File: config.mk
export PLATFORM = sky130hd
export DESIGN_NAME = sam_ifetch_queue
export DESIGN_NICKNAME = d
export VERILOG_FILES = /design/src/rtl/sam_ifetch_queue.sv
export SDC_FILE = /design/constraint.sdc
export NUM_CORES = 1
export LEC_CHECK = 0
export ABC_AREA = 1
export CAP_MARGIN = 20
export CORE_MARGIN = 1
export CORE_UTILIZATION = 59
export DETAILED_ROUTE_END_ITERATION = 10
export PLACE_DENSITY_LB_ADDON = 0.25
export SYNTH_ARGS = -nofsm -noshare
export SYNTH_HDL_FRONTEND = slang
export SYNTH_SLANG_ARGS = --single-unit
File: constraint.sdc
create_clock -name clk -period 12 [get_ports clk]
set_input_delay 2.4 -clock clk [delete_from_list [all_inputs] [get_ports clk]]
set_output_delay 2.4 -clock clk [all_outputs]
set_load 0.02 [all_outputs]
File: src/rtl/sam_ifetch_queue.sv
// sam_ifetch_queue: instruction fetch front end with a credit-limited prefetch FIFO and branch flush.
module sam_ifetch_queue #(
  parameter int          DEPTH    = 4,
  parameter logic [31:0] RESET_PC = 32'd0
) (
  input  logic        clk,
  input  logic        RN,
  output logic        imem_req,
  output logic [31:0] imem_addr,
  input  logic [31:0] imem_rdata,
  input  logic        br_en,
  input  logic [31:0] br_target,
  input  logic        id_ready,
  output logic        if_id_valid,
  output logic [31:0] if_id_ir,
  output logic [31:0] if_id_npc,
  output logic [31:0] fetch_pc
);
  localparam int AW = $clog2(DEPTH);
  localparam logic [AW:0] FULL = (AW+1)'(DEPTH);
  logic [31:0] ir_q [DEPTH];
  logic [31:0] npc_q [DEPTH];
  logic [AW-1:0] rd_ptr, wr_ptr;
  logic [AW:0] count;
  logic inflight;
  logic [31:0] inflight_npc;
  logic push, pop;
  // Credit counts the in-flight slot but not a same-cycle pop, so the FIFO can never overflow.
  assign imem_req    = !RN && !br_en && ((count + (AW+1)'(inflight)) < FULL);
  assign imem_addr   = fetch_pc;
  assign if_id_valid = count != '0;
  assign if_id_ir    = if_id_valid ? ir_q[rd_ptr] : 32'd0;
  assign if_id_npc   = if_id_valid ? npc_q[rd_ptr] : 32'd0;
  assign push        = inflight && !br_en;
  assign pop         = if_id_valid && id_ready && !br_en;
  always_ff @(posedge clk) begin
    if (push) begin
      ir_q[wr_ptr]  <= imem_rdata;
      npc_q[wr_ptr] <= inflight_npc;
    end
  end
  always_ff @(posedge clk or posedge RN) begin
    if (RN) begin
      fetch_pc     <= RESET_PC;
      rd_ptr       <= '0;
      wr_ptr       <= '0;
      count        <= '0;
      inflight     <= 1'b0;
      inflight_npc <= '0;
    end else if (br_en) begin
      fetch_pc <= br_target;
      rd_ptr   <= '0;
      wr_ptr   <= '0;
      count    <= '0;
      inflight <= 1'b0;
    end else begin
      inflight <= imem_req;
      if (imem_req) begin
        fetch_pc     <= fetch_pc + 32'd1;
        inflight_npc <= fetch_pc + 32'd1;
      end
      if (push) wr_ptr <= wr_ptr + 1'b1;
      if (pop) rd_ptr <= rd_ptr + 1'b1;
      count <= count + (AW+1)'(push) - (AW+1)'(pop);
    end
  end
  always_ff @(posedge clk) begin
    if (!RN) assert (!(push && count == FULL));
  end
endmodule
==> summary.md <==
| Metric | Value |
|---|---|
| Outcome | finished clean |
| Worst EP arrival | between 4 and 5 ns |
| LEAKAGE | about 6.5 nW |
| Critical path cell sequence | clkdlybuf4s50_1, buf_4, nor2_1, nand3_4, buf_4, inv_1, clkdlybuf4s50_1 |
| Initial Util | around three fifths |
| Max-slew violations | 0 |
| Core area | roughly 0.023 mm^2 |
| Worst Hold Class | flip-flop to flip-flop |
| CP bufs+invs | 5 |
| Yosys Warn Count | 0 |
| Vias/cell | about 5.4 |
| Clock transition at path regs | around 0.060 ns |
| Fin Clk Skew | about 0.021 ns |
| Final Wtd Congestion | approximately 0.9 |
| Worst slew margin | 32.1% |
| Final Cycle Share | ~57% |
| Clock Sinks | 328 |
| CTS Buf Count | 34 |
| Power per standard cell area | about 210 mW/mm^2 |
| Post_cts resized | 0 |
| Wire per inst | between 15 and 20 um |
| Design area | between 0.015 and 0.02 mm^2 |
| Routed wire length | about 31000 um |
| Critical path class | primary input to output port |
| Crit Path Max Fanout | 46 |
| Congestion Overflow GR | 0 |
| Combinational power share | a little under a third |
| CTS Buffer Depth | 3 |
| Flop pwr share | 41.0% |
| EDFF count, synth | approximately 260 |
| Fraction of layout cells with a size suffix above 1 | under 10% |
| Fin. Hold Viols | 0 |
| Req. time, crit path | between 9 and 10 ns |
| Peak supply drop | 119 uV |
| Register area share after synthesis | roughly two thirds |
| Global Route Usage Sum | 25.8% |
| RSZ-0062 raised after global routing | no |
| Top delay family on crit path | buffers and inverters |
| Slowest CP cell | clkdlybuf4s50_1 |
| Layout net count | 1564 |
| Initial drt markers | around 750 |
| Clock latency on the worst-skew pair | 0.51 ns |
| Clock root cell | clkbuf_16 |
| Largest net degree at the start of global routing | between 100 and 150 |
| Max Cap Viol | 0 |
| Vias in the first global route | around 9700 |
| Row count | 56 |
| Syn Inst Count | between 1000 and 1500 |
| Detail Placement HPWL | about 18000 um |
| # IOs | 198 |
| DRT antenna net count | 0 |
| Total internal power | 2.47 mW |
| Yosys cell types | 30 |
| Switching pwr | between 1 and 1.5 mW |
| Area of the multi-input gates | just under 0.004 mm^2 |
| Yosys reg bits | roughly 330 |
| DR DRC count | 0 |
| Peak Freq | around 140 MHz |
| First-pass iteration count of the detailed router | 5 |
| Post-CTS Setup Bufs | 0 |
| Vias | around 10000 |
| P&R area growth vs syn | 22.1% |
| Initial antenna violation count | 0 |
| Post-synth net total | between 1000 and 1500 |
| H-tree levels | 2 |
| Delay of the slowest cell on the worst path | about 0.55 ns |
| TritonCTS clock tree | yes |
| Die width | between 150 and 200 um |
| Post-DP Area | about 0.016 mm^2 |
| Switching Fraction | about 33% |
| Top FF cell, synth | edfxtp_1 |
| Commonest cells after routing, fill and taps aside | nor2_1, edfxtp_1, nand2_1, clkdlybuf4s50_1, o21ai_0 |
| Die area | approximately 0.024 mm^2 |
| Fraction of registers with async set/reset | between 20 and 25% |
| Critical Path Source Type | primary input |
| CP endpoint kind | output port |
| Final TNS setup | 0 ns |
| Clock power frac | 28.8% |
| Avg Inst Size Synth | 10.5 um^2 |
| Min Tclk post-route | 6.90 ns |
| Register area | between 0.009 and 0.01 mm^2 |
| # setup viols final | 0 |
| Die height | 156 um |
| Commonest non-fill, non-tap cell in the layout | nor2_1 |
| Worst-margin pin slew | roughly 1.0 ns |
| First-pass GRT wire length | a little under 50000 um |
| Filler cell count | approximately 1600 |
| Mapped Area | approximately 0.014 mm^2 |
| Port buffer count | 197 |
| # diodes | 0 |
| Number of hold buffers added after CTS | 0 |
state kept, by name, summed over array words and instances (netlist names):
name and count:
rd_ptr 2, ir_q 128, inflight 1, inflight_npc 32, count 3, wr_ptr 2
npc_q 128, fetch_pc 32
stage by stage:
| step | power, mW | setup slack (ns) | hold slack (ns) | cells | util [%] |
|---|---|---|---|---|---|
| final | 3.67 | 5.10 | 0.515 | 1831 | 73.4 |
| after global placement | 2.60 | 5.11 | 0.493 | 1771 | 68.6 |
| after detailed placement | 2.63 | 5.09 | 0.495 | 1771 | 68.6 |
| after global routing | 3.83 | 4.95 | 0.538 | 1831 | 73.4 |
| after floorplan | 2.14 | 6.09 | 0.476 | 1337 | - |
| after CTS | 3.69 | 5.08 | 0.515 | 1831 | 73.4 |
worst reg2reg max path, cell delays in order (launching register included):
cell,delay [ns]
dfrtp_1,0.44
inv_1,0.08
nand2_1,0.09
nor2_4,0.10
buf_4,0.66
nor2_1,0.15
inv_1,0.15
nor2_1,0.06
ha_1,0.29
inv_1,0.05
ha_1,0.13
inv_1,0.05
fa_1,0.38
xor2_1,0.17
nor2_1,0.06
final cells by class:
cell class / count / share of cell area, %
clock buffer: 49 / 5.77
clock inverter: 11 / 0.859
inverter: 60 / 1.32
multi-input combinational: 855 / 22.5
sequential: 328 / 55.3
tap: 319 / 2.32
timing repair buffer: 209 / 12.0
final timing paths:
path | startpoint | endpoint | slack, ns | depth (start not counted)
worst max-delay path | br_en | imem_req | 5.10 | 7
worst max register to register | count[1] | count[2] | 9.02 | 14
min in group asynchronous | RN | fetch_pc[30] | 2.51 | 3
max in group asynchronous | RN | rd_ptr[0] | 8.82 | 3
worst min-delay path | inflight_npc[26] | npc_q[0][26] | 0.52 | 0
worst min register to register | inflight_npc[26] | npc_q[0][26] | 0.52 | 0
cell families (layout without fill, tap and decap cells):
kind of cell / Yosys count / count (layout) / synth area share [%]
AOI/OAI and AO/OA: 210 / 210 / 7.65
xor gates and xnor gates: 6 / 6 / 0.373
and+or+nand+nor: 631 / 631 / 18.4
buffers and inverters: 154 / 329 / 5.37
adders and majority gates: 8 / 8 / 0.765
DFF: 328 / 328 / 67.4
cells in the mapped netlist (2+ instances only):
library cell,instances,share of area (%)
xor2_1,2,0.12
buf_1,13,0.35
a21oi_1,66,2.3
inv_1,57,1.5
nor2_2,4,0.18
edfxtp_1,256,55
nand3_1,66,2.3
nor2_1,301,8.0
inv_2,3,0.080
dfrtp_1,72,13
ha_1,7,0.62
clkbuf_1,17,0.45
and2_1,2,0.089
o21bai_1,8,0.43
nand3_2,3,0.21
buf_6,2,0.16
nor2_4,7,0.56
buf_2,28,1.0
nand2_1,238,6.3
nand2_2,4,0.18
o21ai_1,3,0.11
nand2_4,3,0.24
o211ai_1,2,0.11
buf_4,34,1.8
xnor2_1,4,0.25
o21ai_0,131,4.7
metal layers:
| layer | share of wire [%] | up-vias | track usage (%) |
|---|---|---|---|
| met5 | 0 | - | 0 |
| met3 | 7.1 | 56 | 3.79 |
| li1 | - | 4767 | - |
| met4 | 2.4 | 0 | 9.71 |
| met1 | 42 | 4755 | 34.7 |
| met2 | 48 | 394 | 42.9 |
power groups by stage:
stage | clock network (mW) | logic [mW] | registers [mW]
2_1_floorplan | 0 | 0.650 | 1.49
3_3_place_gp | 0 | 1.09 | 1.52
3_5_place_dp | 0 | 1.11 | 1.52
4_1_cts | 1.07 | 1.12 | 1.50
5_1_grt | 1.12 | 1.20 | 1.52
6_report | 1.06 | 1.11 | 1.50
(Power assumes the default switching activity.)
